`config.mk`:
```
export PLATFORM = sky130hd
export DESIGN_NAME = fetch_sequencer_flat
export DESIGN_NICKNAME = d
export VERILOG_FILES = /design/src/rtl/fetch_pkg.sv /design/src/rtl/fetch_sequencer_if.sv /design/src/rtl/fetch_timeout_ctr.sv /design/src/rtl/fetch_sequencer.sv /design/src/flat_wrapper.sv
export SDC_FILE = /design/constraint.sdc
export NUM_CORES = 1
export LEC_CHECK = 0
export CORE_MARGIN = 3
export CORE_UTILIZATION = 48
export CTS_BUF_LIST = sky130_fd_sc_hd__clkbuf_4 sky130_fd_sc_hd__clkbuf_8
export DETAILED_ROUTE_END_ITERATION = 10
export PLACE_DENSITY = 0.83
export SLEW_MARGIN = 0
export SYNTH_ARGS = -nofsm -noshare
export SYNTH_HDL_FRONTEND = slang
export SYNTH_SLANG_ARGS = --single-unit
```
`constraint.sdc`:
```
create_clock -name Clk -period 3.2 [get_ports Clk]
set_input_delay 0.64 -clock Clk [delete_from_list [all_inputs] [get_ports Clk]]
set_output_delay 0.64 -clock Clk [all_outputs]
set_load 0.01 [all_outputs]
```
`src/rtl/fetch_pkg.sv`:
```
// Shared types and defaults for the instruction-fetch sequencer.
package fetch_pkg;

  typedef enum logic [2:0] {
    S_IDLE  = 3'd0,
    S_ADDR  = 3'd1,
    S_REQ   = 3'd2,
    S_LATCH = 3'd3,
    S_DONE  = 3'd4,
    S_FAULT = 3'd5
  } state_t;

  localparam int DEF_PC_INC   = 4;
  localparam int DEF_RESET_PC = 0;
  localparam int DEF_TIMEOUT  = 15;

  // Timeout counter width: wide enough for TIMEOUT, never narrower than 4 bits.
  function automatic int ctr_width(input int tmo);
    int w;
    w = $clog2(tmo + 1);
    return (w < 4) ? 4 : w;
  endfunction

endpackage

```
`src/rtl/fetch_sequencer_if.sv`:
```
// MFA/MFC memory handshake between the fetch sequencer and the RAM.
interface fetch_sequencer_if #(
  parameter int ADDR_W = 32,
  parameter int DATA_W = 32
);
  logic              MFA;
  logic              MFC;
  logic [ADDR_W-1:0] MAR;
  logic [DATA_W-1:0] mem_rdata;

  modport master (output MFA, MAR, input MFC, mem_rdata);
  modport slave  (input MFA, MAR, output MFC, mem_rdata);
endinterface

```
`src/rtl/fetch_timeout_ctr.sv`:
```
// Load-clear counter; tc flags that the MFA wait has reached TIMEOUT cycles.
module fetch_timeout_ctr #(
  parameter int TIMEOUT = 15,
  parameter int CW      = 4
) (
  input  logic Clk,
  input  logic Clr,
  input  logic clr,
  input  logic inc,
  output logic tc
);
  logic [CW-1:0] cnt;

  // Clear wins over increment so a completing access restarts from zero.
  always_ff @(posedge Clk or negedge Clr) begin
    if (!Clr)     cnt <= '0;
    else if (clr) cnt <= '0;
    else if (inc) cnt <= cnt + 1'b1;
  end

  assign tc = (cnt == CW'(TIMEOUT));
endmodule

```
`src/rtl/fetch_sequencer.sv`:
```
// Self-sequencing fetch unit: PC->MAR, MFA until MFC, data->MDR->IR, then PC/nPC advance.
module fetch_sequencer
  import fetch_pkg::*;
#(
  parameter int                ADDR_W   = 32,
  parameter int                DATA_W   = 32,
  parameter int                PC_INC   = DEF_PC_INC,
  parameter logic [ADDR_W-1:0] RESET_PC = ADDR_W'(DEF_RESET_PC),
  parameter int                TIMEOUT  = DEF_TIMEOUT
) (
  input  logic                 Clk,
  input  logic                 Clr,
  input  logic                 run,
  input  logic                 step,
  input  logic                 stall,
  input  logic                 br_taken,
  input  logic [ADDR_W-1:0]    br_target,
  fetch_sequencer_if.master    mem,
  output logic [DATA_W-1:0]    MDR,
  output logic [DATA_W-1:0]    IR,
  output logic [ADDR_W-1:0]    PC,
  output logic [ADDR_W-1:0]    nPC,
  output logic                 ir_valid,
  output logic                 fault,
  output logic                 busy
);
  localparam int                CW  = ctr_width(TIMEOUT);
  localparam logic [ADDR_W-1:0] INC = ADDR_W'(PC_INC);

  state_t            state, state_n;
  logic [ADDR_W-1:0] mar_q;
  logic              tc;

  fetch_timeout_ctr #(.TIMEOUT(TIMEOUT), .CW(CW)) u_tmo (
    .Clk (Clk),
    .Clr (Clr),
    .clr (state != S_REQ || mem.MFC),
    .inc (state == S_REQ),
    .tc  (tc)
  );

  // Moore outputs; MFA derives from state so an async Clr drops it at once.
  assign mem.MFA = (state == S_REQ);
  assign mem.MAR = mar_q;
  assign busy    = (state != S_IDLE) && (state != S_FAULT);

  // State register.
  always_ff @(posedge Clk or negedge Clr) begin
    if (!Clr) state <= S_IDLE;
    else      state <= state_n;
  end

  // Next-state logic; step outside S_IDLE is simply not looked at.
  always_comb begin
    state_n = state;
    case (state)
      S_IDLE:  if (run || step) state_n = S_ADDR;
      S_ADDR:  state_n = S_REQ;
      S_REQ:   if (mem.MFC) state_n = S_LATCH;
               else if (tc) state_n = S_FAULT;
      S_LATCH: state_n = S_DONE;
      S_DONE:  if (!stall) state_n = run ? S_ADDR : S_IDLE;
      S_FAULT: state_n = S_FAULT;
      default: state_n = S_IDLE;
    endcase
  end

  // Datapath registers; branch redirect is delayed one slot (applies to nPC).
  always_ff @(posedge Clk or negedge Clr) begin
    if (!Clr) begin
      mar_q    <= '0;
      MDR      <= '0;
      IR       <= '0;
      PC       <= RESET_PC;
      nPC      <= RESET_PC + INC;
      ir_valid <= 1'b0;
      fault    <= 1'b0;
    end else begin
      ir_valid <= (state == S_LATCH);
      case (state)
        S_ADDR:  mar_q <= PC;
        S_REQ:   if (mem.MFC) MDR <= mem.mem_rdata;
                 else if (tc) fault <= 1'b1;
        S_LATCH: IR <= MDR;
        S_DONE:  if (!stall) begin
                   PC  <= nPC;
                   nPC <= br_taken ? br_target : nPC + INC;
                 end
        default: ;
      endcase
    end
  end
endmodule

```
`src/flat_wrapper.sv`:
```
// flat-port wrapper written by rule: the top's interface ports become plain ports
module fetch_sequencer_flat import fetch_pkg::*;
#(
  parameter int                ADDR_W   = 32,
  parameter int                DATA_W   = 32,
  parameter int                PC_INC   = DEF_PC_INC,
  parameter logic [ADDR_W-1:0] RESET_PC = ADDR_W'(DEF_RESET_PC),
  parameter int                TIMEOUT  = DEF_TIMEOUT
)
  (Clk, Clr, run, step, stall, br_taken, br_target, MDR, IR, PC, nPC, ir_valid, fault, busy, mem_MFA, mem_MAR, mem_MFC, mem_mem_rdata);
  fetch_sequencer_if #(.ADDR_W(ADDR_W), .DATA_W(DATA_W)) mem_i ();
  input  logic Clk;
  input  logic Clr;
  input  logic run;
  input  logic step;
  input  logic stall;
  input  logic br_taken;
  input  logic [ADDR_W-1:0] br_target;
  output logic [DATA_W-1:0] MDR;
  output logic [DATA_W-1:0] IR;
  output logic [ADDR_W-1:0] PC;
  output logic [ADDR_W-1:0] nPC;
  output logic ir_valid;
  output logic fault;
  output logic busy;
  output wire logic [$bits(mem_i.MFA)-1:0] mem_MFA;
  output wire logic [$bits(mem_i.MAR)-1:0] mem_MAR;
  input wire logic [$bits(mem_i.MFC)-1:0] mem_MFC;
  input wire logic [$bits(mem_i.mem_rdata)-1:0] mem_mem_rdata;
  assign mem_MFA = mem_i.MFA;
  assign mem_MAR = mem_i.MAR;
  assign mem_i.MFC = mem_MFC;
  assign mem_i.mem_rdata = mem_mem_rdata;
  fetch_sequencer #(.ADDR_W(ADDR_W), .DATA_W(DATA_W), .PC_INC(PC_INC), .RESET_PC(RESET_PC), .TIMEOUT(TIMEOUT)) u_core (.Clk(Clk), .Clr(Clr), .run(run), .step(step), .stall(stall), .br_taken(br_taken), .br_target(br_target), .mem(mem_i), .MDR(MDR), .IR(IR), .PC(PC), .nPC(nPC), .ir_valid(ir_valid), .fault(fault), .busy(busy));
endmodule
```
Word level (Yosys, flattened, before mapping). Index checks and enable logic that the tools add are counted.

Register bits: 169. Output and inout bits: 164.

Add/subtract/negate cells: 2. Eq/ne operators: 11. Muxes and demuxes: 9. Bitwise logic cells: 2. Reduce and logical (&&, ||, !) cells: 10.

Operators by type and width (number): $add 32x3->32 const B (1); $mux 32 (1); $pmux 3 s6 (1); $mux 3 (4); $mux 4 (2); $eq 3x2->1 const B (2); $eq 3x3->1 const B (2); $reduce_and 3->1 (2); $add 4x1->4 const B (1); $eq 4x4->1 const B (1); $reduce_and 2->1 (2); $eq 3x1->1 const B (1); $logic_not 3->1 (1); $ne 3x1->1 const B (1); $ne 3x2->1 const B (1); $ne 3x3->1 const B (1); $reduce_bool 3->1 (1); $logic_or 1x1->1 (2); $ne 2x1->1 const B (1); $ne 2x2->1 const B (1); $not 1->1 (2); $reduce_bool 2->1 (1); $logic_and 1x1->1 (1); $mux 1 (1).

Logic depth before layout (Yosys ltp).
Depth in word-level cells: 4. Mapped depth: 8. Depth with buffers taken out: 5.

By module. Synthesis repeated with hierarchy kept, for this count alone.

Cells, all modules: 647. Area, all modules: 7398.3 um^2.

By module, submodules not included: fetch_sequencer (instances 1, cells an instance 630, area each 7199.4 um^2, seq. area each 4130.2 um^2); fetch_timeout_ctr (instances 1, cells an instance 17, area each 198.9 um^2, seq. area each 100.1 um^2).

Worst setup path before layout. No wires, ideal clock.

Path type: reg-to-reg. From: register u_core.nPC[2]. To: register u_core.nPC[28]. Arrival: 2199 ps. Setup slack: 915 ps. Stages on the path, launching flop included: 7. Path through: dfstp_2 ha_1 nand4_1 or3_1 clkbuf_1 or4_1 a211oi_2.

Cells in the longest elaborated chain, start to end: 2.

RTL lines: from (decl) (line fetch_sequencer.sv:22) `output logic [ADDR_W-1:0] nPC,`; from (signal assigned) (line fetch_sequencer.sv:75) `nPC <= RESET_PC + INC;`; from (signal assigned) (line fetch_sequencer.sv:87) `nPC <= br_taken ? br_target : nPC + INC;`; $add 32x3->32 (line fetch_sequencer.sv:87); $mux 32 (line fetch_sequencer.sv:87).

Every way passes these cells. A chain may end at the register's enable or synchronous reset.

Final worst setup path.
From: register u_core.state[1]. To: output mem_MFA.

Cells in the longest elaborated chain, start to end: 1.

RTL lines: from (decl) (line fetch_sequencer.sv:30) `state_t state, state_n;`; from (signal assigned) (line fetch_sequencer.sv:50) `else state <= state_n;`; $eq 3x2->1 (line fetch_sequencer.sv:43) `assign mem.MFA = (state == S_REQ);`; to (decl) (line flat_wrapper.sv:26) `output wire logic [$bits(mem_i.MFA)-1:0] mem_MFA;`.

Every way passes these cells.

==> impl_summary.txt <==
----------------------------------------------------
[Clocking]
  Clock root buffer master ... clkbuf_8
  CTS Hold Buffers Added ... 0
  Maximum number of buffers from clock root to sink ... 2
  Number of clock sinks ... 169
  Insertion delay of the later-clocked pin in the worst-skew pair ... 0.46 ns
  Clock transition at the registers of the reported paths ... 0.09 ns
  Buffer count from post-CTS setup fixing ... 0
  Number of clock buffers inserted by TritonCTS ... 17
  TritonCTS clock tree ... done
  H-tree Lvls ... 4
  Post-cts resize count ... 0

[Worst setup path]
  Crit start category ... flop
  Worst setup EP type ... primary output
  Register-to-register setup slack ... 0.59 ns
  Type of the worst setup path ... flop to primary output
  Critical path peak fanout ... 11
  Crit path required time ... between 2 and 3 ns
  Reg2reg path depth ... 5
  End of the worst register-to-register path ... u_core.nPC[28]
  CP arrival ... 2.12 ns
  Origin of the critical flop-to-flop path ... u_core.nPC[2]
  Crit path to ... mem_MFA
  Critical path origin ... u_core.state[1]

[Synthesis]
  Part of the Yosys area used for sequential elements ... 0.579
  Adder and majority cell fraction of the synthesized area ... 0.00343
  Yosys warning count ... 0
  Gate Count Post-Synth ... 640
  Count of different cell masters after synthesis ... 55
  Main area contributors after synthesis ... dfrtp_1 58%, mux2_2 15%, nand2_1 5.4%, o21ai_0 1.8%, nand3_1 1.6%
  Post-Synth Simple-Gate Area ... 0.153
  Net count of the mapped netlist ... approximately 700
  Largest area contributor in the netlist ... dfrtp_1
  Post-synthesis compound-gate area fraction ... 0.0805
  Cell Area, Synth ... 0.00730 mm2
  Proportion of netlist area held by the largest area contributor ... 0.576
  Parity-gate share of the synthesized area counting xor and xnor cells ... 0.00240
  Number of enable flip-flop cells after synthesis ... 0
  Share of cell area taken by muxes after synthesis ... 0.152
  Fraction of synthesis flops using an asynchronous set or reset pin ... 1.00
  Post-synthesis average cell area ... 11.4 um2
  Most used flip-flop cell after synthesis ... dfrtp_1
  Combinational family with the most area after synthesis ... simple AND/OR/NAND/NOR gates
  Register bit total from synthesis ... 169

[Pwr]
  Power density over cell area ... 944 mW/mm2
  Leakage power ... 4.39 nW
  Switching power ... ~3.4 mW
  Sequential share of power ... 0.407
  Internal power ... 6.25 mW
  Clock power frac ... 0.156
  Sw Share ... 0.353
  Peak supply drop ... about 0.56 mV
  Proportion of power drawn by combinational gates ... 0.438

[Status]
  Run status ... finished, final reports clean

[Timing]
  Worst setup skew after layout ... between 0.01 and 0.015 ns
  Sum Neg Setup Slack ... 0 ns
  Number of pins exceeding their max-slew limit in the final report ... 0
  Setup repair after global routing missed its margin ... false
  Worst-case headroom to the max-slew limit ... 0.333
  Share of the clock period used by the worst path ... 0.862
  Minimum clock period ... 2.76 ns
  Pin slew with the least headroom to its limit ... roughly 0.99 ns
  Number of hold violations in the final report ... 0
  Maximum clock frequency ... 363 MHz
  Worst setup margin ... about 0.44 ns
  Number of failing setup endpoints in the final timing report ... 0

[Global routing]
  Overflow after GRT ... 0
  Vias in the first global route ... 5835
  Largest net degree at the start of global routing ... 80
  Total routing resource utilization after global routing ... 0.234
  Number of antenna violations at the first check in global routing ... 0
  Global-route wire length before repair ... approximately 31 mm

[Finish]
  Post-layout instance area ... 0.0102 mm2
  Area added between synthesis and finish ... 40.1%
  Antenna diode instance count ... 0
  Fraction of final layout cells sized beyond drive strength 1 ... 0.181
  Sequential cell area ... 0.00423 mm2
  Number of nets in the layout ... around 940
  Post-Layout Cell Count ... 1062
  Area used by multi-input combinational logic ... 0.00288 mm2
  Fillers ... 1006

[Route]
  Count of unresolved DRC violations after routing ... 0
  Number of nets still failing antenna checks after routing ... 0
  Count of routing violations after the opening detailed-route iteration ... ~460
  Number of detailed-routing iterations run before antenna repair ... 5
  Via total after detailed routing ... 5890
  Via-to-Cell Ratio ... 5.55
  Average detailed-routed wire length per instance ... 18.5 um
  Total routed wirelength ... 19.6 mm

[Run]
  Maximum capacitance violations ... 0

[Placed design]
  GPL Wtd Cong ... 0.929
  Area after DPL ... a little under 0.01 mm2
  Number of port buffers ... ~230
  Final HPWL from detailed placement ... roughly 14 mm
  Worst-case setup slack after placement ... 0.323 ns
  Number of placed instances, taps included ... ~1000

[Floorplanning]
  Floorplan die area ... approximately 0.017 mm2
  Number of primary I/O pins ... approximately 240
  Std cell rows ... 44
  Core area ... 0.0147 mm2
  Die Width ... 129 um
  Starting Density ... 0.497
  Vertical die dimension ... between 100 and 150 um

[Hold path]
  Min-delay worst type ... primary input to asynchronous set/reset pin

----------------------------------------------------
==> metrics by stage <==
step,power (mW),util,hold slack [ns]
finish,9.66,0.696,0.196
global route,10.2,0.696,0.219
CTS,9.75,0.696,0.201
detailed placement,8.21,0.670,0.463
global placement,8.06,0.670,0.443
floorplan,5.67,-,0.344
==> logic make-up after synthesis <==
| group | count (synthesis) |
|---|---|
| fa+ha+maj | 2 |
| compound gates | 91 |
| xor+xnor | 2 |
| flops | 169 |
| buf+inv | 53 |
| simple gates | 224 |
| mux | 99 |
==> cell usage in the layout, fill, tap and decap left out, types with 3 or more instances in the layout <==
| cell type | netlist | final |
|---|---|---|
| nand3_1 | 23 | 23 |
| and3_1 | 7 | 7 |
| or3_1 | 7 | 7 |
| clkbuf_8 | 0 | 17 |
| inv_1 | 12 | 12 |
| a22oi_1 | 4 | 4 |
| o21ai_0 | 26 | 26 |
| dfrtp_1 | 168 | 168 |
| nand4b_1 | 3 | 3 |
| o211ai_1 | 3 | 3 |
| nand2b_1 | 3 | 3 |
| inv_6 | 0 | 8 |
| nor4_1 | 10 | 10 |
| clkdlybuf4s50_1 | 0 | 232 |
| a21oi_1 | 21 | 21 |
| a311oi_1 | 4 | 4 |
| buf_4 | 0 | 11 |
| nand4_1 | 3 | 3 |
| mux2_2 | 98 | 98 |
| nor3_1 | 14 | 14 |
| nor2_1 | 19 | 19 |
| nand2_1 | 106 | 106 |
| a211oi_1 | 7 | 7 |
| a22o_1 | 3 | 3 |
| o311ai_0 | 4 | 4 |
| or4_1 | 8 | 8 |
| a31oi_1 | 3 | 3 |
| o22ai_1 | 4 | 4 |
==> worst min-delay path by stage <==
stage	start	to	slack (ns)
floorplan	Clr	u_core.IR[0]	0.34
global placement	u_core.u_tmo.cnt[0]	u_core.u_tmo.cnt[0]	0.44
detailed placement	u_core.u_tmo.cnt[0]	u_core.u_tmo.cnt[0]	0.46
CTS	Clr	u_core.IR[11]	0.20
global route	Clr	u_core.IR[11]	0.22
finish	Clr	u_core.IR[11]	0.20
==> routing by layer <==
| layer | global-route usage | wire length (um) |
|---|---|---|
| met3 | 0.0709 | 1850 |
| met5 | 0 | 0 |
| met4 | 0.0754 | 293 |
| met2 | 0.379 | 9310 |
| met1 | 0.303 | 8170 |
==> sequential cells by signal, indices dropped and copies added (netlist names) <==
register,cells
u_core.mem.MAR,32
u_core.state,3
u_core.IR,32
u_core.nPC,32
u_core.ir_valid,1
u_core.fault,1
u_core.PC,32
u_core.u_tmo.cnt,4
u_core.MDR,32
==> power by group through the flow <==
| stage | registers (mW) | clock network [mW] | logic (mW) |
|---|---|---|---|
| 3_3_place_gp | 3.90 | 0 | 4.16 |
| 6_report | 3.93 | 1.50 | 4.23 |
| 3_5_place_dp | 3.96 | 0 | 4.26 |
| 2_1_floorplan | 4.13 | 0 | 1.55 |
| 4_1_cts | 3.93 | 1.55 | 4.28 |
| 5_1_grt | 4.06 | 1.63 | 4.55 |
==> Yosys cell counts, drive strengths merged (5+ instances only) <==
master  number
nand2      107
buf         18
nand3       23
nor2        19
inv         12
or3          9
and3         7
mux2        98
clkbuf      23
nor3        14
o21ai       26
a211oi       8
or4          8
dfrtp      168
nor4        10
nand4        5
a21oi       21
==> final cells by class <==
| type | instances | area share |
|---|---|---|
| inverters | 12 | 0.00440 |
| repair buffers | 247 | 0.240 |
| clock buffers | 17 | 0.0229 |
| multi-input cells | 418 | 0.281 |
| flip-flops and latches | 169 | 0.413 |
| well taps | 184 | 0.0225 |
| clock inverters | 15 | 0.0153 |
==> worst max-delay path, cell delays in order (launching register included) <==
cell and delay [ns]:
dfrtp_1 0.59, nor3b_1 0.45, clkdlybuf4s50_1 0.63
(Power assumes the default switching activity.)
